===== src/rtl/ch_buf_reader.sv =====
// Streams a programmed run of words out of the channel buffer read port: first o_valid RD_LAT+2 clocks after start.
// Full backpressure on i_ready. Reads are credit-gated so the output skid FIFO never overflows.

module ch_buf_fifo #(
   parameter int W     = 32,
   parameter int DEPTH = 4
) (
   input  logic                     clk,
   input  logic                     rst_n,
   input  logic                     flush,
   input  logic                     wr_vld,
   input  logic [W-1:0]             wr_dat,
   input  logic                     rd_rdy,
   output logic                     rd_vld,
   output logic [W-1:0]             rd_dat,
   output logic [$clog2(DEPTH):0]   count
);
   localparam int AW = $clog2(DEPTH);

   logic [W-1:0]  mem [DEPTH];
   logic [AW-1:0] wr_ptr;
   logic [AW-1:0] rd_ptr;
   logic          pop;

   assign rd_vld = (count != '0);
   assign pop    = rd_rdy && rd_vld;
   assign rd_dat = mem[rd_ptr];

   always_ff @(posedge clk) begin
      if (wr_vld && !flush) mem[wr_ptr] <= wr_dat;
   end

   always_ff @(posedge clk or negedge rst_n) begin
      if (!rst_n) begin
         wr_ptr <= '0;
         rd_ptr <= '0;
         count  <= '0;
      end else if (flush) begin
         wr_ptr <= '0;
         rd_ptr <= '0;
         count  <= '0;
      end else begin
         if (wr_vld) wr_ptr <= wr_ptr + AW'(1);
         if (pop)    rd_ptr <= rd_ptr + AW'(1);
         count <= count + (AW+1)'(wr_vld) - (AW+1)'(pop);
      end
   end
endmodule

module ch_buf_reader #(
   parameter int ADDR_W     = 11,
   parameter int DATA_W     = 32,
   parameter int RD_LAT     = 1,
   parameter int FIFO_DEPTH = 4
) (
   input  logic              clk,
   input  logic              rst_n,
   input  logic              i_start,
   input  logic [ADDR_W-1:0] i_start_addr,
   input  logic [ADDR_W:0]   i_len,
   input  logic              i_abort,
   output logic              o_busy,
   output logic              o_done,
   output logic [ADDR_W-1:0] o_rdaddress,
   input  logic [DATA_W-1:0] i_q,
   output logic [DATA_W-1:0] o_data,
   output logic              o_valid,
   input  logic              i_ready
);
   localparam int CW    = $clog2(FIFO_DEPTH);
   localparam int OCC_W = $clog2(FIFO_DEPTH + RD_LAT + 2) + 1;

   typedef enum logic [1:0] {IDLE, READ, DRAIN} state_t;

   state_t            state;
   state_t            state_nxt;
   logic [ADDR_W-1:0] addr;
   logic [ADDR_W:0]   issue_left;
   logic [ADDR_W:0]   out_left;
   // bit 0: address just registered onto o_rdaddress; bit RD_LAT: i_q holds that word now
   logic [RD_LAT:0]   pipe;
   logic [CW:0]       fifo_cnt;
   logic [OCC_W-1:0]  inflight;
   logic [OCC_W-1:0]  occ;
   logic              fifo_vld;
   logic [DATA_W-1:0] fifo_dat;
   logic              xfer;
   logic              issue;
   logic              start_go;
   logic              done_nxt;

   assign xfer     = fifo_vld && i_ready;
   assign start_go = (state == IDLE) && i_start && (i_len != '0) && !i_abort;

   always_comb begin
      inflight = '0;
      for (int i = 0; i <= RD_LAT; i++) inflight = inflight + OCC_W'(pipe[i]);
   end

   // A word leaving this cycle frees its slot in time for a read issued now.
   assign occ   = OCC_W'(fifo_cnt) + inflight - OCC_W'(xfer);
   assign issue = (state == READ) && (issue_left != '0) && (occ < OCC_W'(FIFO_DEPTH)) && !i_abort;

   always_comb begin
      state_nxt = state;
      done_nxt  = 1'b0;
      case (state)
         IDLE:    if (start_go) state_nxt = READ;
         READ:    if (issue && issue_left == (ADDR_W+1)'(1)) state_nxt = DRAIN;
         DRAIN:   if (xfer && out_left == (ADDR_W+1)'(1)) begin
                     state_nxt = IDLE;
                     done_nxt  = 1'b1;
                  end
         default: state_nxt = IDLE;
      endcase
      if (i_abort) begin
         state_nxt = IDLE;
         done_nxt  = 1'b0;
      end
   end

   always_ff @(posedge clk or negedge rst_n) begin
      if (!rst_n) state <= IDLE;
      else        state <= state_nxt;
   end

   always_ff @(posedge clk or negedge rst_n) begin
      if (!rst_n) begin
         addr        <= '0;
         issue_left  <= '0;
         out_left    <= '0;
         pipe        <= '0;
         o_rdaddress <= '0;
         o_done      <= 1'b0;
      end else begin
         o_done <= done_nxt;
         pipe   <= i_abort ? '0 : {pipe[RD_LAT-1:0], issue};
         if (start_go) begin
            addr       <= i_start_addr;
            issue_left <= i_len;
            out_left   <= i_len;
         end else begin
            if (issue) begin
               o_rdaddress <= addr;
               addr        <= addr + ADDR_W'(1);
               issue_left  <= issue_left - (ADDR_W+1)'(1);
            end
            if (xfer && state != IDLE) out_left <= out_left - (ADDR_W+1)'(1);
         end
      end
   end

   ch_buf_fifo #(
      .W     (DATA_W),
      .DEPTH (FIFO_DEPTH)
   ) u_fifo (
      .clk    (clk),
      .rst_n  (rst_n),
      .flush  (i_abort),
      .wr_vld (pipe[RD_LAT]),
      .wr_dat (i_q),
      .rd_rdy (i_ready),
      .rd_vld (fifo_vld),
      .rd_dat (fifo_dat),
      .count  (fifo_cnt)
   );

   assign o_busy  = (state != IDLE);
   assign o_valid = fifo_vld;
   assign o_data  = fifo_vld ? fifo_dat : '0;
endmodule


===== config.mk =====
export PLATFORM = sky130hd
export DESIGN_NAME = ch_buf_reader
export DESIGN_NICKNAME = d
export VERILOG_FILES = /design/src/rtl/ch_buf_reader.sv
export SDC_FILE = /design/constraint.sdc
export NUM_CORES = 1
export LEC_CHECK = 0
export CORE_MARGIN = 10
export CORE_UTILIZATION = 55
export CTS_CLUSTER_DIAMETER = 120
export DETAILED_ROUTE_END_ITERATION = 16
export PLACE_DENSITY = 0.78
export SETUP_SLACK_MARGIN = 0.05
export SLEW_MARGIN = 25
export SYNTH_ARGS = -nofsm -noshare
export SYNTH_HDL_FRONTEND = slang
export SYNTH_SLANG_ARGS = --single-unit

===== constraint.sdc =====
create_clock -name clk -period 3.5 [get_ports clk]
set_input_delay 0.7 -clock clk [delete_from_list [all_inputs] [get_ports clk]]
set_output_delay 0.7 -clock clk [all_outputs]
set_load 0.01 [all_outputs]

# After elaboration in Yosys (flattened, before gate mapping)
# Memories as Yosys holds them, arrays and structs flattened.
# Cells that the tools add are included.
[totals]
ff_bits = 58
elab_cells = 76
out_inout_bits = 46
ramBits = 128
n_memories = 1
inputBits = 60
[op_classes]
n_reduce_logical = 23
eq_ne = 7
bitwise = 1
n_mux = 23
n_addsub = 10
order_cmp = 1
[memory_table]
columns = ["memory", "depth", "word_bits", "read_ports", "rd_ports_with_merged_regs", "write_ports", "line", "text"]
rows = [
  ["u_fifo.mem", 4, 32, 1, 0, 1, "20", "logic [W-1:0] mem [DEPTH];"],
]
[ops]
columns = ["cell", "n"]
rows = [
  ["12-bit 2-to-1 mux", 4],
  ["32-bit 2-to-1 mux", 1],
  ["12-bit by 1-bit == test with 1-bit output, second input constant", 2],
  ["12-bit nonzero test", 2],
  ["12-bit by 1-bit subtractor with 12-bit output, second input constant", 2],
  ["11-bit 2-to-1 mux", 2],
  ["2-bit 2-to-1 mux", 9],
  ["11-bit by 1-bit adder with 11-bit output, second input constant", 1],
  ["1-bit logical AND", 11],
  ["2-bit nonzero test", 5],
  ["3-bit inequality test, second input constant", 2],
  ["2-bit one-hot mux with 3 select lines", 1],
  ["1-bit 2-to-1 mux", 5],
  ["2-bit by 1-bit adder with 2-bit output, second input constant", 2],
  ["3-bit by 2-bit adder with 4-bit output", 1],
  ["4-bit by 3-bit less-than comparator with 1-bit output, second input constant", 1],
  ["4-bit by 1-bit subtractor with 4-bit output", 1],
  ["3-bit by 1-bit adder with 3-bit output", 1],
  ["3-bit 2-to-1 mux", 1],
  ["3-bit by 2-bit inequality test with 1-bit output, second input constant", 1],
  ["3-bit AND reduction", 1],
  ["3-bit nonzero test", 1],
  ["3-bit by 1-bit subtractor with 3-bit output", 1],
  ["1-bit by 1-bit adder with 2-bit output", 1],
  ["6 further kinds", 6],
]

# Logic depth before layout (Yosys ltp)
# Gate-level depths: netlist of the first run.
[depth]
depth_word = 10
depth_mapped = 15
mapped_depth_nobuf = 13

# Modules after synthesis
# A second synthesis of the first run with hierarchy kept.
[unflattened]
hier_cells = 547
area_unflattened_um2 = 8335.5
[by_module_without_submodules]
columns = ["module", "area_per_inst_um2", "seq_area_each_um2", "cells_each", "n_inst"]
rows = [
  ["ch_buf_fifo", 5118.7, 4018.9, 210, 1],
  ["ch_buf_reader", 3216.8, 1276.2, 337, 1],
]

# Worst setup path after synthesis of the first run
# Ideal clock, no wire load.
[synth_path]
path_kind = "register -> register"
from = "register u_fifo.count[1]"
to = "register addr[10]"
slack_ns = 0.824
required_ns = 3.375
stages_incl_launch_ff = 13
arrival_ns = 2.551
path_buffers = 1
setup_time_ns = 0.125
period_less_slack_ns = 2.676
cell_sequence = "dfrtp_1 > inv_1 > nand3_1 > clkbuf_1 > nand2_1 > or2_2 > ha_1 > a21oi_1 > and3b_1 > o21ai_2 > nor4_2 > xor2_1 > mux2_2"
[synth_via]
elab_chain_len = 7
word_cells_on_any_way = 8
cone_classes = "2 x add/sub; 1 x order compare; 5 x reduce/logical"
[synth_lines]
columns = ["item", "line", "text"]
rows = [
  ["start, declared", "16", "output logic [$clog2(DEPTH):0] count"],
  ["start signal, assigned", "45", "count <= count + (AW+1)'(wr_vld) - (AW+1)'(pop);"],
  ["branches (longest 2 deep; another with 3-bit by 2-bit adder with 4-bit output)", "n/a", ""],
  ["4-bit by 1-bit subtractor with 4-bit output (*)", "101", "assign occ = OCC_W'(fifo_cnt) + inflight - OCC_W'(xfer);"],
  ["4-bit by 3-bit less-than comparator with 1-bit output (*)", "102", "assign issue = (state == READ) && (issue_left != '0) && (occ < OCC_W'(FIFO_DEPTH)) && !i_abort;"],
  ["1-bit logical AND (*) (2 in a row)", "102", ""],
  ["2-bit nonzero test (no source line) (*)", "n/a", ""],
  ["end signal, assigned", "139", "addr <= i_start_addr;"],
  ["end signal, assigned", "145", "addr <= addr + ADDR_W'(1);"],
  ["end, declared", "77", "logic [ADDR_W-1:0] addr;"],
]
# Every way passes the cells marked *.
# A chain may end at the register's enable or synchronous reset.

# Final worst setup path of the first run
[layout_path]
from = "register u_fifo.rd_ptr[0]"
to = "output port o_data[11]"
[layout_via]
elab_chain_len = 2
[layout_lines]
columns = ["item", "line", "text"]
rows = [
  ["start, declared", "22", "logic [AW-1:0] rd_ptr;"],
  ["start signal, assigned", "44", "if (pop) rd_ptr <= rd_ptr + AW'(1);"],
  ["memory read 4 x 32 bit", "n/a", ""],
  ["32-bit 2-to-1 mux", "170", "assign o_data = fifo_vld ? fifo_dat : '0;"],
  ["end, declared", "66", "output logic [DATA_W-1:0] o_data,"],
]
# Every way passes these cells.

==> run_summary.xml, run 1 <==
<?xml version="1.0" encoding="UTF-8"?>
<metrics>
  <group name="yosys">
    <metric name="synthesis.area" unit="um2">7950</metric>
    <metric name="yosys_most_used_dff" unit="">edfxtp_1</metric>
    <metric name="post_synth_num_cell_types" unit="">51</metric>
    <metric name="post_synth_net_total" unit="">616</metric>
    <metric name="synth_seq_cells" unit="">186</metric>
    <metric name="synth_cells" unit="">542</metric>
    <metric name="share_of_synthesized_area_occupied_by_flip_flops_and_latches" unit="%">66.6</metric>
    <metric name="synth_warn" unit="">0</metric>
    <metric name="synth-async-reset-ratio" unit="%">31.2</metric>
    <metric name="synth-edff-count" unit="">128</metric>
    <metric name="avgSynthCellArea" unit="um2">14.7</metric>
  </group>
  <group name="sta">
    <metric name="fin_worst_skew" unit="ps">9.00</metric>
    <metric name="final.min_clock_period" unit="ps">3090</metric>
    <metric name="worst_slack" unit="ps">413</metric>
    <metric name="worstMarginPinSlew" unit="ps">544</metric>
    <metric name="final_max_slew_viol_count" unit="">0</metric>
    <metric name="rsz_0062_raised_after_global_routing" unit="">false</metric>
    <metric name="achievable-frequency" unit="GHz">0.324</metric>
    <metric name="layout_worst_path_cycle_share" unit="%">88.2</metric>
    <metric name="timing.setup.tns" unit="ps">0</metric>
    <metric name="timing.final.setup_violations" unit="">0</metric>
    <metric name="slew-limit-headroom" unit="%">63.7</metric>
    <metric name="hold_violation_total_from_the_final_report" unit="">0</metric>
    <metric name="timing.hold.ws" unit="ps">252</metric>
  </group>
  <group name="critical_path">
    <metric name="critPathRequiredTime" unit="ps">2800</metric>
    <metric name="cp_max_fo" unit="">22</metric>
    <metric name="setup.worst_path.class" unit="">reg2out</metric>
    <metric name="worst_r2r_endpoint" unit="">addr[0]$_DFFE_PN0P_</metric>
    <metric name="cp_slowest_stage_delay" unit="ps">570</metric>
    <metric name="path_cells" unit="">buf_4 &gt; mux4_2 &gt; and2_1 &gt; clkdlybuf4s50_1</metric>
    <metric name="timing.critical_path.arrival" unit="ps">2390</metric>
    <metric name="rr_worst_depth" unit="">12</metric>
    <metric name="ff2ff_setup_slack" unit="ps">790</metric>
    <metric name="critical_path_startpoint" unit="">u_fifo.rd_ptr[0]$_DFFE_PN0P_</metric>
    <metric name="timing.critical_path.to" unit="">o_data[11]</metric>
    <metric name="crit_path_start_kind" unit="">flip-flop</metric>
    <metric name="critical-path-slowest-cell" unit="">mux4_2</metric>
    <metric name="cp-end-kind" unit="">primary output</metric>
    <metric name="r2r-start" unit="">u_fifo.count[1]$_DFF_PN0_</metric>
  </group>
  <group name="clock_network">
    <metric name="cts_setup_buffers" unit="">0</metric>
    <metric name="tritoncts_num_sinks" unit="">186</metric>
    <metric name="ctsLongestPathBuffers" unit="">2</metric>
    <metric name="cts_hold_buffers" unit="">0</metric>
    <metric name="root_driver" unit="">clkbuf_16</metric>
    <metric name="post_cts_resized" unit="">0</metric>
    <metric name="clock_tree_from_tritoncts" unit="">done</metric>
    <metric name="clk_latency" unit="ps">430</metric>
    <metric name="worst_setup_hold_path_clk_slew" unit="ps">60</metric>
    <metric name="htreeDepth" unit="">4</metric>
    <metric name="cts-buffers-inserted" unit="">17</metric>
  </group>
  <group name="detailed_routing">
    <metric name="vias" unit="">4864</metric>
    <metric name="drt_iter0_markers" unit="">303</metric>
    <metric name="route.antenna.remaining_nets" unit="">0</metric>
    <metric name="post-route-drc-count" unit="">0</metric>
    <metric name="wl" unit="um">16700</metric>
    <metric name="wl_per_cell" unit="um">19.5</metric>
    <metric name="drt-vias-per-instance" unit="">5.70</metric>
    <metric name="detailed_router_iteration_count_before_antenna_repair" unit="">7</metric>
  </group>
  <group name="power_and_ir_drop">
    <metric name="cellPowerDensity" unit="nW/um2">682</metric>
    <metric name="total_leakage_power" unit="nW">3.53</metric>
    <metric name="ir_drop" unit="mV">0.415</metric>
    <metric name="total_power" unit="mW">6.73</metric>
  </group>
  <group name="layout">
    <metric name="num-nets-final" unit="">734</metric>
    <metric name="final_layout_size_suffix_gt1_share" unit="%">14.6</metric>
    <metric name="synthToLayoutAreaGrowth" unit="%">24.1</metric>
    <metric name="finish.utilization" unit="%">70.3</metric>
    <metric name="postLayoutCellArea" unit="um2">9870</metric>
    <metric name="diodes" unit="">0</metric>
    <metric name="non_filler_instance_count_after_layout" unit="">853</metric>
  </group>
  <group name="global_routing">
    <metric name="number_of_antenna_violations_at_the_first_check_in_global_routing" unit="">0</metric>
    <metric name="global_route_wire_length_before_repair" unit="um">26900</metric>
    <metric name="grt_util_all_layers" unit="%">17.3</metric>
    <metric name="grt_pass1_vias" unit="">5101</metric>
    <metric name="grt_overflow" unit="">0</metric>
    <metric name="largest_net_degree_at_the_start_of_global_routing" unit="">38</metric>
  </group>
  <group name="place">
    <metric name="place.detailed.instances" unit="">821</metric>
    <metric name="place_congestion" unit="">0.843</metric>
    <metric name="portBuffers" unit="">105</metric>
    <metric name="place_ws" unit="ps">140</metric>
    <metric name="place_hpwl" unit="um">11500</metric>
    <metric name="area_post_placement" unit="um2">9310</metric>
  </group>
  <group name="floorplan">
    <metric name="number_of_placement_rows" unit="">43</metric>
    <metric name="initial_core_util" unit="%">56.6</metric>
    <metric name="dieArea" unit="um2">19700</metric>
    <metric name="ios" unit="">106</metric>
    <metric name="die_y" unit="um">140</metric>
    <metric name="die-width" unit="um">140</metric>
    <metric name="coreArea" unit="um2">14000</metric>
  </group>
  <group name="job">
    <metric name="maxcap_viol_count" unit="">0</metric>
  </group>
  <group name="hold_path">
    <metric name="hold_class" unit="">in2async</metric>
  </group>
  <group name="status">
    <metric name="status" unit="">finished clean</metric>
  </group>
</metrics>
-- how the worst min path moves through the flow --
stage                     slack [ps]  cells past startpoint                          to
after floorplan                  400                      0         addr[0]$_DFFE_PN0P_
after global placement           470                      2  o_rdaddress[3]$_DFFE_PN0P_
after detailed placement         460                      2  o_rdaddress[0]$_DFFE_PN0P_
after CTS                        260                      1  o_rdaddress[5]$_DFFE_PN0P_
after global routing             270                      1  o_rdaddress[5]$_DFFE_PN0P_
final                            250                      1  o_rdaddress[5]$_DFFE_PN0P_
-- worst max-delay path, delay by kind of cell, from the launching register on --
kind / cells / cell delay, ps
buf+inv: 2 / 870
flops: 1 / 350
simple gates: 1 / 180
mux: 1 / 570
-- per-layer routing --
| layer | global-route usage [%] | wire length (um) |
|---|---|---|
| met5 | 0 | 0 |
| met4 | 6.03 | 246 |
| met2 | 28.5 | 8470 |
| met3 | 5.17 | 1070 |
| met1 | 21.2 | 6860 |
-- cells in the mapped netlist, types with 11 or more instances --
master	count	share of area (%)
dfrtp_1	58	18
ha_1	13	2.0
and2_1	38	3.0
nand2_1	57	2.7
nand3_1	16	1.0
nor2_1	24	1.1
inv_1	12	0.57
edfxtp_1	128	48
clkbuf_1	17	0.80
o21ai_1	22	1.4
mux4_2	32	9.1
xnor2_1	11	1.2
-- cell usage in the layout (no fill, tap or decap), types with 2 or more instances in the layout --
| cell type | n |
|---|---|
| nor4_1 | 6 |
| nor3b_1 | 3 |
| o21ai_0 | 7 |
| clkbuf_1 | 2 |
| clkdlybuf4s50_1 | 104 |
| nor3_1 | 9 |
| and2_2 | 4 |
| nand2_1 | 57 |
| or3b_1 | 2 |
| bufinv_16 | 2 |
| nor4_2 | 5 |
| buf_12 | 4 |
| a21oi_1 | 10 |
| and2_1 | 34 |
| a221o_1 | 6 |
| o211ai_1 | 10 |
| inv_6 | 2 |
| o21ai_1 | 22 |
| clkinv_2 | 3 |
| xor2_1 | 6 |
| nor2_1 | 24 |
| edfxtp_1 | 128 |
| nand3_1 | 16 |
| nor2b_1 | 6 |
| and3_1 | 5 |
| or3_1 | 3 |
| nand2b_1 | 2 |
| o311ai_1 | 4 |
| inv_1 | 12 |
| clkinv_1 | 3 |
| mux4_2 | 32 |
| clkbuf_16 | 17 |
| buf_4 | 15 |
| dfrtp_1 | 57 |
| xnor2_1 | 11 |
| ha_1 | 13 |
-- cells by family after synthesis --
kind of cell,synth area share (%)
DFF,66.6
and+or+nand+nor,12.4
AOI/OAI and AO/OA,5.51
buffers and inverters,1.98
muxes,9.33
xor gates and xnor gates,1.87
adders and majority gates,2.30
-- area by class of cell --
cell class | instances | area [um2]
Timing Repair Buffer | 124 | 1240
Inverter | 13 | 48.8
Sequential cell | 186 | 5300
Fill cell | 930 | 4170
Multi-Input combinational cell | 318 | 2500
Clock buffer | 19 | 433
Clock inverter | 13 | 125
Tap cell | 180 | 225
-- report_power, final --
part / switching (mW) / leakage (nW) / internal, mW
Combinational: 0.994 / 1.37 / 1.10
Clock: 0.780 / 0.270 / 1.04
Sequential: 0.213 / 1.89 / 2.60
-- state kept, by name, indices dropped and copies added (netlist names) --
signal and flops:
addr 11, issue_left 12, o_done 1, o_rdaddress 11
out_left 12, pipe 2, state 2, u_fifo.count 3
u_fifo.mem 128, u_fifo.rd_ptr 2, u_fifo.wr_ptr 2
(Power assumes the default switching activity.)
==> run 2: changes to the inputs <==
--- a/config.mk
+++ b/config.mk
@@ -5,11 +5,12 @@
 export SDC_FILE = /design/constraint.sdc
 export NUM_CORES = 1
 export LEC_CHECK = 0
+export ABC_AREA = 1
 export CORE_MARGIN = 10
 export CORE_UTILIZATION = 55
 export CTS_CLUSTER_DIAMETER = 120
 export DETAILED_ROUTE_END_ITERATION = 16
-export PLACE_DENSITY = 0.78
+export PLACE_DENSITY = 0.77
 export SETUP_SLACK_MARGIN = 0.05
 export SLEW_MARGIN = 25
 export SYNTH_ARGS = -nofsm -noshare
==> run_summary.xml, run 2 <==
<?xml version="1.0" encoding="UTF-8"?>
<metrics>
  <group name="sta">
    <metric name="layout_worst_path_cycle_share" unit="%">93.0</metric>
    <metric name="achievable-frequency" unit="GHz">0.307</metric>
    <metric name="rsz_0062_raised_after_global_routing" unit="">false</metric>
    <metric name="worstMarginPinSlew" unit="ps">756</metric>
    <metric name="hold_violation_total_from_the_final_report" unit="">0</metric>
    <metric name="slew-limit-headroom" unit="%">49.6</metric>
    <metric name="timing.setup.tns" unit="ps">0</metric>
    <metric name="fin_worst_skew" unit="ps">7.86</metric>
    <metric name="timing.final.setup_violations" unit="">0</metric>
    <metric name="final.min_clock_period" unit="ps">3260</metric>
    <metric name="final_max_slew_viol_count" unit="">0</metric>
  </group>
  <group name="global_routing">
    <metric name="grt_pass1_vias" unit="">5940</metric>
    <metric name="largest_net_degree_at_the_start_of_global_routing" unit="">59</metric>
    <metric name="number_of_antenna_violations_at_the_first_check_in_global_routing" unit="">0</metric>
    <metric name="grt_overflow" unit="">0</metric>
    <metric name="global_route_wire_length_before_repair" unit="um">29400</metric>
    <metric name="grt_util_all_layers" unit="%">18.0</metric>
  </group>
  <group name="yosys">
    <metric name="avgSynthCellArea" unit="um2">9.85</metric>
    <metric name="synth-edff-count" unit="">128</metric>
    <metric name="synth_top_family_by_area" unit="">simple AND/OR/NAND/NOR gates</metric>
    <metric name="synth_xor_xnor_area_share" unit="%">2.17</metric>
    <metric name="synth-compound-area-share" unit="%">6.84</metric>
    <metric name="synth_warn" unit="">0</metric>
    <metric name="synth_simple_gate_area_share" unit="%">21.6</metric>
    <metric name="synth.mux.area_fraction" unit="%">0</metric>
    <metric name="yosys_most_used_dff" unit="">edfxtp_1</metric>
    <metric name="synth.top_cells.by_area" unit="">edfxtp_1 (45%), dfrtp_1 (17%), nor2_1 (7.8%), nand2_1 (7.0%), nand3_1 (4.3%)</metric>
    <metric name="most_repeated_cell_in_the_gate_level_netlist_after_synthesis" unit="">nor2_1</metric>
    <metric name="netlist.top_cell.by_area" unit="">edfxtp_1</metric>
    <metric name="post_synth_num_cell_types" unit="">30</metric>
    <metric name="netlist.area_leader.share" unit="%">45.4</metric>
    <metric name="synthesis.area" unit="um2">8470</metric>
    <metric name="synth_fa_ha_area_share" unit="%">2.16</metric>
    <metric name="synth_seq_cells" unit="">186</metric>
    <metric name="synth_cells" unit="">860</metric>
    <metric name="post_synth_net_total" unit="">934</metric>
    <metric name="synth.cells.most_frequent" unit="">nor2_1 (175), nand2_1 (159), edfxtp_1 (128)</metric>
    <metric name="synth-async-reset-ratio" unit="%">31.2</metric>
    <metric name="share_of_synthesized_area_occupied_by_flip_flops_and_latches" unit="%">62.5</metric>
  </group>
  <group name="detailed_routing">
    <metric name="route.antenna.remaining_nets" unit="">0</metric>
    <metric name="drt-vias-per-instance" unit="">5.39</metric>
    <metric name="detailed_router_iteration_count_before_antenna_repair" unit="">5</metric>
    <metric name="post-route-drc-count" unit="">0</metric>
    <metric name="vias" unit="">6250</metric>
    <metric name="drt_iter0_markers" unit="">372</metric>
    <metric name="wl_per_cell" unit="um">15.9</metric>
    <metric name="wl" unit="um">18500</metric>
  </group>
  <group name="place">
    <metric name="area_post_placement" unit="um2">9740</metric>
    <metric name="portBuffers" unit="">105</metric>
    <metric name="place_congestion" unit="">0.838</metric>
    <metric name="place_hpwl" unit="um">12200</metric>
  </group>
  <group name="power_and_ir_drop">
    <metric name="power.sequential.fraction" unit="%">40.3</metric>
    <metric name="ir_drop" unit="mV">0.465</metric>
    <metric name="cellPowerDensity" unit="nW/um2">714</metric>
    <metric name="intPower" unit="mW">4.81</metric>
    <metric name="clkPwrFrac" unit="%">24.7</metric>
    <metric name="p_sw" unit="mW">2.55</metric>
    <metric name="total_leakage_power" unit="nW">4.08</metric>
    <metric name="logic_gate_share_of_total_power" unit="%">35.0</metric>
    <metric name="switching_share" unit="%">34.6</metric>
  </group>
  <group name="floorplan">
    <metric name="ios" unit="">106</metric>
    <metric name="number_of_placement_rows" unit="">45</metric>
    <metric name="coreArea" unit="um2">15100</metric>
    <metric name="dieArea" unit="um2">20800</metric>
    <metric name="initial_core_util" unit="%">55.9</metric>
    <metric name="die-width" unit="um">144</metric>
    <metric name="die_y" unit="um">144</metric>
  </group>
  <group name="layout">
    <metric name="num-nets-final" unit="">1036</metric>
    <metric name="final_common_cell" unit="">nor2_1</metric>
    <metric name="synthToLayoutAreaGrowth" unit="%">21.4</metric>
    <metric name="largestRegisters" unit="">u_fifo.mem: 128 flops, issue_left: 12 flops, out_left: 12 flops</metric>
    <metric name="fillerInstances" unit="">1140</metric>
    <metric name="postLayoutCellArea" unit="um2">10300</metric>
    <metric name="registers.top_by_ff_count" unit="">u_fifo.mem</metric>
    <metric name="diodes" unit="">0</metric>
    <metric name="largest_reg_flops" unit="">128</metric>
    <metric name="most-common-layout-cells" unit="">nor2_1 (171), nand2_1 (159), edfxtp_1 (128)</metric>
    <metric name="final_layout_size_suffix_gt1_share" unit="%">7.00</metric>
  </group>
  <group name="clock_network">
    <metric name="cts_setup_buffers" unit="">0</metric>
    <metric name="ctsLongestPathBuffers" unit="">2</metric>
    <metric name="clk_latency" unit="ps">430</metric>
    <metric name="htreeDepth" unit="">4</metric>
    <metric name="cts-buffers-inserted" unit="">17</metric>
    <metric name="root_driver" unit="">clkbuf_16</metric>
    <metric name="clock_tree_from_tritoncts" unit="">done</metric>
    <metric name="tritoncts_num_sinks" unit="">186</metric>
    <metric name="worst_setup_hold_path_clk_slew" unit="ps">70</metric>
  </group>
  <group name="critical_path">
    <metric name="path_cells" unit="">buf_4 &gt; nor2_1 &gt; nor2_1 &gt; o21ai_0 &gt; a21oi_1 &gt; clkdlybuf4s50_1</metric>
    <metric name="cp_slowest_stage_delay" unit="ps">640</metric>
    <metric name="crit_path_start_kind" unit="">flip-flop</metric>
    <metric name="critical-path-top-delay-family" unit="">buffers and inverters</metric>
    <metric name="timing.critical_path.arrival" unit="ps">2560</metric>
    <metric name="cp-end-kind" unit="">primary output</metric>
    <metric name="critical_path_buf_inv_count" unit="">2</metric>
    <metric name="critical-path-slowest-cell" unit="">dfrtp_2</metric>
    <metric name="critPathRequiredTime" unit="ps">2800</metric>
    <metric name="critical_path.most_common_cell" unit="">nor2_1</metric>
    <metric name="setup.worst_path.class" unit="">reg2out</metric>
    <metric name="cp_max_fo" unit="">26</metric>
  </group>
  <group name="job">
    <metric name="maxcap_viol_count" unit="">0</metric>
  </group>
  <group name="hold_path">
    <metric name="hold_class" unit="">in2async</metric>
  </group>
  <group name="status">
    <metric name="status" unit="">finished clean</metric>
  </group>
</metrics>
-- run 2: cell count changes in the layout (fill, tap and decap cells not counted), moves of 8 or more --
cell	previous run	this run
nor2_1	24	171
nand2_1	57	159
nand3_1	16	73
o21ai_0	7	61
and2_1	34	0
inv_1	12	45
mux4_2	32	0
a21oi_1	10	35
o211ai_1	10	1
xor2_1	6	15
nor2_4	0	8
-- run 2: final cells by class --
cell class | count | area [um2] | share of cell area, %
clock inverter | 11 | 123 | 1.19
timing repair buffer | 121 | 1200 | 11.7
multi-input combinational | 585 | 2810 | 27.3
tap | 188 | 235 | 2.29
clock buffer | 18 | 429 | 4.17
inverter | 51 | 194 | 1.88
sequential | 186 | 5300 | 51.5
-- run 2: logic make-up (layout without fill, tap and decap cells) --
group / count (synthesis) / after routing
AO/OA/AOI/OAI: 114 / 114
buffers and inverters: 89 / 201
adder cells (fa/ha/maj): 14 / 14
AND/OR/NAND/NOR: 436 / 436
flip-flops: 186 / 186
XOR/XNOR: 21 / 21
-- run 2: path summary, 6_finish.rpt --
kind	cells after the start	slack, ps	start	to
setup / recovery	6	240	u_fifo.rd_ptr[0]$_DFFE_PN0P_	o_data[18]
hold / removal	2	420	rst_n	addr[6]$_DFFE_PN0P_
setup reg to reg	16	790	u_fifo.count[1]$_DFF_PN0_	addr[7]$_DFFE_PN0P_
hold reg to reg	2	470	o_rdaddress[1]$_DFFE_PN0P_	o_rdaddress[1]$_DFFE_PN0P_
max in group asynchronous	2	2520	rst_n	u_fifo.rd_ptr[0]$_DFFE_PN0P_
min in group clk	2	470	o_rdaddress[1]$_DFFE_PN0P_	o_rdaddress[1]$_DFFE_PN0P_
-- run 2: timing repair --
action / CTS / global route
resized for setup: 0 / 2
hold buffers: 0 / 0
setup endpoints to repair: 0 / 1
-- run 2: power groups by stage --
stage                     clock network (mW)  logic (mW)  registers, mW
after global routing                    1.95        2.87           3.00
after floorplan                            0        1.61           2.92
after global placement                     0        2.53           2.99
final                                   1.82        2.57           2.96
after detailed placement                   0        2.60           2.99
after CTS                               1.85        2.61           2.95
-- run 2: stage by stage --
| stage | setup slack, ps | instances | power (mW) | hold slack (ps) | util (%) |
|---|---|---|---|---|---|
| final | 244 | 1160 | 7.35 | 420 | 67.9 |
| after global routing | 110 | 1160 | 7.82 | 482 | 67.9 |
| after CTS | 147 | 1160 | 7.41 | 440 | 67.9 |
| after detailed placement | 246 | 1131 | 5.59 | 460 | 64.3 |
| after global placement | 332 | 1131 | 5.52 | 461 | 64.3 |
| after floorplan | 699 | 860 | 4.53 | 404 | - |
-- run 2: layer usage --
metal  vias to the layer above  track usage (%)  part of all wire (%)
met4                         0             7.36                   1.8
met1                      2974             22.3                    42
met2                       175             30.2                    50
met3                        27             3.87                   5.4
li1                       3074                -                     -
met5                         -                0                     0
==> run 3: changes to the inputs <==
--- a/config.mk
+++ b/config.mk
@@ -7,10 +7,11 @@
 export LEC_CHECK = 0
 export ABC_AREA = 1
 export CORE_MARGIN = 10
-export CORE_UTILIZATION = 55
+export CORE_UTILIZATION = 40
 export CTS_CLUSTER_DIAMETER = 120
 export DETAILED_ROUTE_END_ITERATION = 16
-export PLACE_DENSITY = 0.77
+export GPL_ROUTABILITY_DRIVEN = 0
+export PLACE_DENSITY = 0.59
 export SETUP_SLACK_MARGIN = 0.05
 export SLEW_MARGIN = 25
 export SYNTH_ARGS = -nofsm -noshare
==> run_summary.xml, run 3 (synthesized netlist as in run 2, its figures left out) <==
<?xml version="1.0" encoding="UTF-8"?>
<metrics>
  <group name="clock_network">
    <metric name="htreeDepth" unit="">4</metric>
    <metric name="clock_tree_from_tritoncts" unit="">done</metric>
    <metric name="cts_hold_buffers" unit="">0</metric>
    <metric name="tritoncts_num_sinks" unit="">186</metric>
    <metric name="cts-buffers-inserted" unit="">17</metric>
    <metric name="worst_setup_hold_path_clk_slew" unit="ps">80</metric>
    <metric name="clk_latency" unit="ps">440</metric>
    <metric name="ctsLongestPathBuffers" unit="">2</metric>
    <metric name="cts_setup_buffers" unit="">0</metric>
    <metric name="root_driver" unit="">clkbuf_16</metric>
  </group>
  <group name="hold_path">
    <metric name="hold_class" unit="">in2async</metric>
  </group>
  <group name="detailed_routing">
    <metric name="wl_per_cell" unit="um">15.9</metric>
    <metric name="drt_iter0_markers" unit="">452</metric>
    <metric name="detailed_router_iteration_count_before_antenna_repair" unit="">5</metric>
    <metric name="vias" unit="">6127</metric>
    <metric name="drt-vias-per-instance" unit="">4.89</metric>
    <metric name="post-route-drc-count" unit="">0</metric>
    <metric name="wl" unit="um">20000</metric>
    <metric name="route.antenna.remaining_nets" unit="">0</metric>
  </group>
  <group name="power_and_ir_drop">
    <metric name="logic_gate_share_of_total_power" unit="%">35.0</metric>
    <metric name="clkPwrFrac" unit="%">25.5</metric>
    <metric name="switching_share" unit="%">36.4</metric>
    <metric name="intPower" unit="mW">4.73</metric>
    <metric name="cellPowerDensity" unit="nW/um2">710</metric>
    <metric name="power.sequential.fraction" unit="%">39.5</metric>
    <metric name="ir_drop" unit="mV">0.360</metric>
    <metric name="p_sw" unit="mW">2.70</metric>
    <metric name="total_leakage_power" unit="nW">4.12</metric>
  </group>
  <group name="layout">
    <metric name="most-common-layout-cells" unit="">nor2_1 (171), nand2_1 (159), edfxtp_1 (128)</metric>
    <metric name="registers.top_by_ff_count" unit="">u_fifo.mem</metric>
    <metric name="final_common_cell" unit="">nor2_1</metric>
    <metric name="final_layout_size_suffix_gt1_share" unit="%">7.87</metric>
    <metric name="largest_reg_flops" unit="">128</metric>
    <metric name="synthToLayoutAreaGrowth" unit="%">23.5</metric>
    <metric name="num-nets-final" unit="">1039</metric>
    <metric name="largestRegisters" unit="">u_fifo.mem: 128 flops, issue_left: 12 flops, out_left: 12 flops</metric>
    <metric name="diodes" unit="">0</metric>
    <metric name="postLayoutCellArea" unit="um2">10500</metric>
  </group>
  <group name="sta">
    <metric name="worst_slack" unit="ps">278</metric>
    <metric name="rsz_0062_raised_after_global_routing" unit="">false</metric>
    <metric name="timing.final.setup_violations" unit="">0</metric>
    <metric name="worstMarginPinSlew" unit="ps">558</metric>
    <metric name="slew-limit-headroom" unit="%">62.8</metric>
    <metric name="final_max_slew_viol_count" unit="">0</metric>
    <metric name="final.min_clock_period" unit="ps">3220</metric>
    <metric name="achievable-frequency" unit="GHz">0.310</metric>
    <metric name="layout_worst_path_cycle_share" unit="%">92.0</metric>
    <metric name="hold_violation_total_from_the_final_report" unit="">0</metric>
    <metric name="fin_worst_skew" unit="ps">15.1</metric>
    <metric name="timing.setup.tns" unit="ps">0</metric>
  </group>
  <group name="critical_path">
    <metric name="critPathRequiredTime" unit="ps">2800</metric>
    <metric name="crit_path_start_kind" unit="">flip-flop</metric>
    <metric name="timing.critical_path.arrival" unit="ps">2520</metric>
    <metric name="cp_max_fo" unit="">23</metric>
    <metric name="cp-end-kind" unit="">primary output</metric>
    <metric name="setup.worst_path.class" unit="">reg2out</metric>
  </group>
  <group name="floorplan">
    <metric name="die-width" unit="um">166</metric>
    <metric name="coreArea" unit="um2">21000</metric>
    <metric name="ios" unit="">106</metric>
    <metric name="number_of_placement_rows" unit="">53</metric>
    <metric name="initial_core_util" unit="%">40.4</metric>
    <metric name="dieArea" unit="um2">27400</metric>
    <metric name="die_y" unit="um">166</metric>
  </group>
  <group name="status">
    <metric name="status" unit="">finished clean</metric>
  </group>
  <group name="global_routing">
    <metric name="largest_net_degree_at_the_start_of_global_routing" unit="">66</metric>
    <metric name="grt_overflow" unit="">0</metric>
    <metric name="grt_util_all_layers" unit="%">14.7</metric>
    <metric name="number_of_antenna_violations_at_the_first_check_in_global_routing" unit="">1</metric>
    <metric name="global_route_wire_length_before_repair" unit="um">31700</metric>
    <metric name="grt_pass1_vias" unit="">6018</metric>
  </group>
  <group name="place">
    <metric name="place_ws" unit="ps">452</metric>
    <metric name="area_post_placement" unit="um2">9870</metric>
    <metric name="portBuffers" unit="">105</metric>
    <metric name="place_hpwl" unit="um">13100</metric>
  </group>
  <group name="job">
    <metric name="maxcap_viol_count" unit="">0</metric>
  </group>
</metrics>
## run 3: changes by cell type in the layout (fill, tap and decap cells not counted)
cell / before / now
buf_4: 13 / 16
buf_2: 1 / 0
clkinv_8: 0 / 3
buf_6: 0 / 1
bufinv_16: 2 / 0
clkinv_1: 4 / 2
clkinvlp_2: 1 / 0
inv_4: 1 / 0
inv_8: 0 / 6
clkbuf_1: 1 / 0
inv_2: 3 / 4
## run 3: worst paths after layout
check,start,to,slack (ps),cells past startpoint
min in group clk,o_rdaddress[1]$_DFFE_PN0P_,o_rdaddress[1]$_DFFE_PN0P_,480,2
max reg2reg,u_fifo.count[1]$_DFF_PN0_,issue_left[9]$_DFFE_PN0P_,1010,16
min reg2reg,o_rdaddress[1]$_DFFE_PN0P_,o_rdaddress[1]$_DFFE_PN0P_,480,2
min,rst_n,addr[7]$_DFFE_PN0P_,250,1
max in group asynchronous,rst_n,issue_left[8]$_DFFE_PN0P_,2570,2
max,u_fifo.rd_ptr[1]$_DFFE_PN0P_,o_data[0],280,6
## run 3: repair_timing
action                                  in CTS  in global routing
resized for setup                            0                  1
endpoints found under the setup margin       0                  1
hold endpoints to repair                     0                  0
## run 3: worst max-delay path, stage by stage (launching register included)
cell and delay (ps):
dfrtp_1 350, clkinv_1 390, buf_12 340, nor2_1 100
o21ai_0 90, a21oi_1 240, clkdlybuf4s50_1 590
## run 3: per-stage QoR
stage	util [%]	hold slack, ps	power [mW]	std cells
2_1_floorplan	-	404	4.53	860
3_3_place_gp	47.1	462	5.59	1221
3_5_place_dp	47.1	459	5.62	1221
4_1_cts	49.9	438	7.53	1253
5_1_grt	49.9	291	7.93	1253
6_report	49.9	253	7.43	1253
## run 3: area by class of cell
type                            instances  area [um2]
Fill cell                            1958       10500
Multi-Input combinational cell        585        2810
Inverter                               51         191
Timing Repair Buffer                  124        1230
Clock inverter                         15         166
Clock buffer                           17         425
Sequential cell                       186        5300
Tap cell                              275         344
## run 3: power by group through the flow
stage               clock network [mW]  registers [mW]  logic, mW
global route                      2.02            2.98       2.93
detailed placement                   0            2.98       2.64
CTS                               1.95            2.93       2.65
finish                            1.90            2.93       2.60
global placement                     0            2.97       2.62
floorplan                            0            2.92       1.61
## run 3: metal layers
metal | track usage [%] | part of all wire [%]
met5 | 0 | 0.060
met4 | 3.99 | 1.2
met3 | 3.97 | 5.4
met2 | 24.7 | 49
met1 | 18.4 | 45
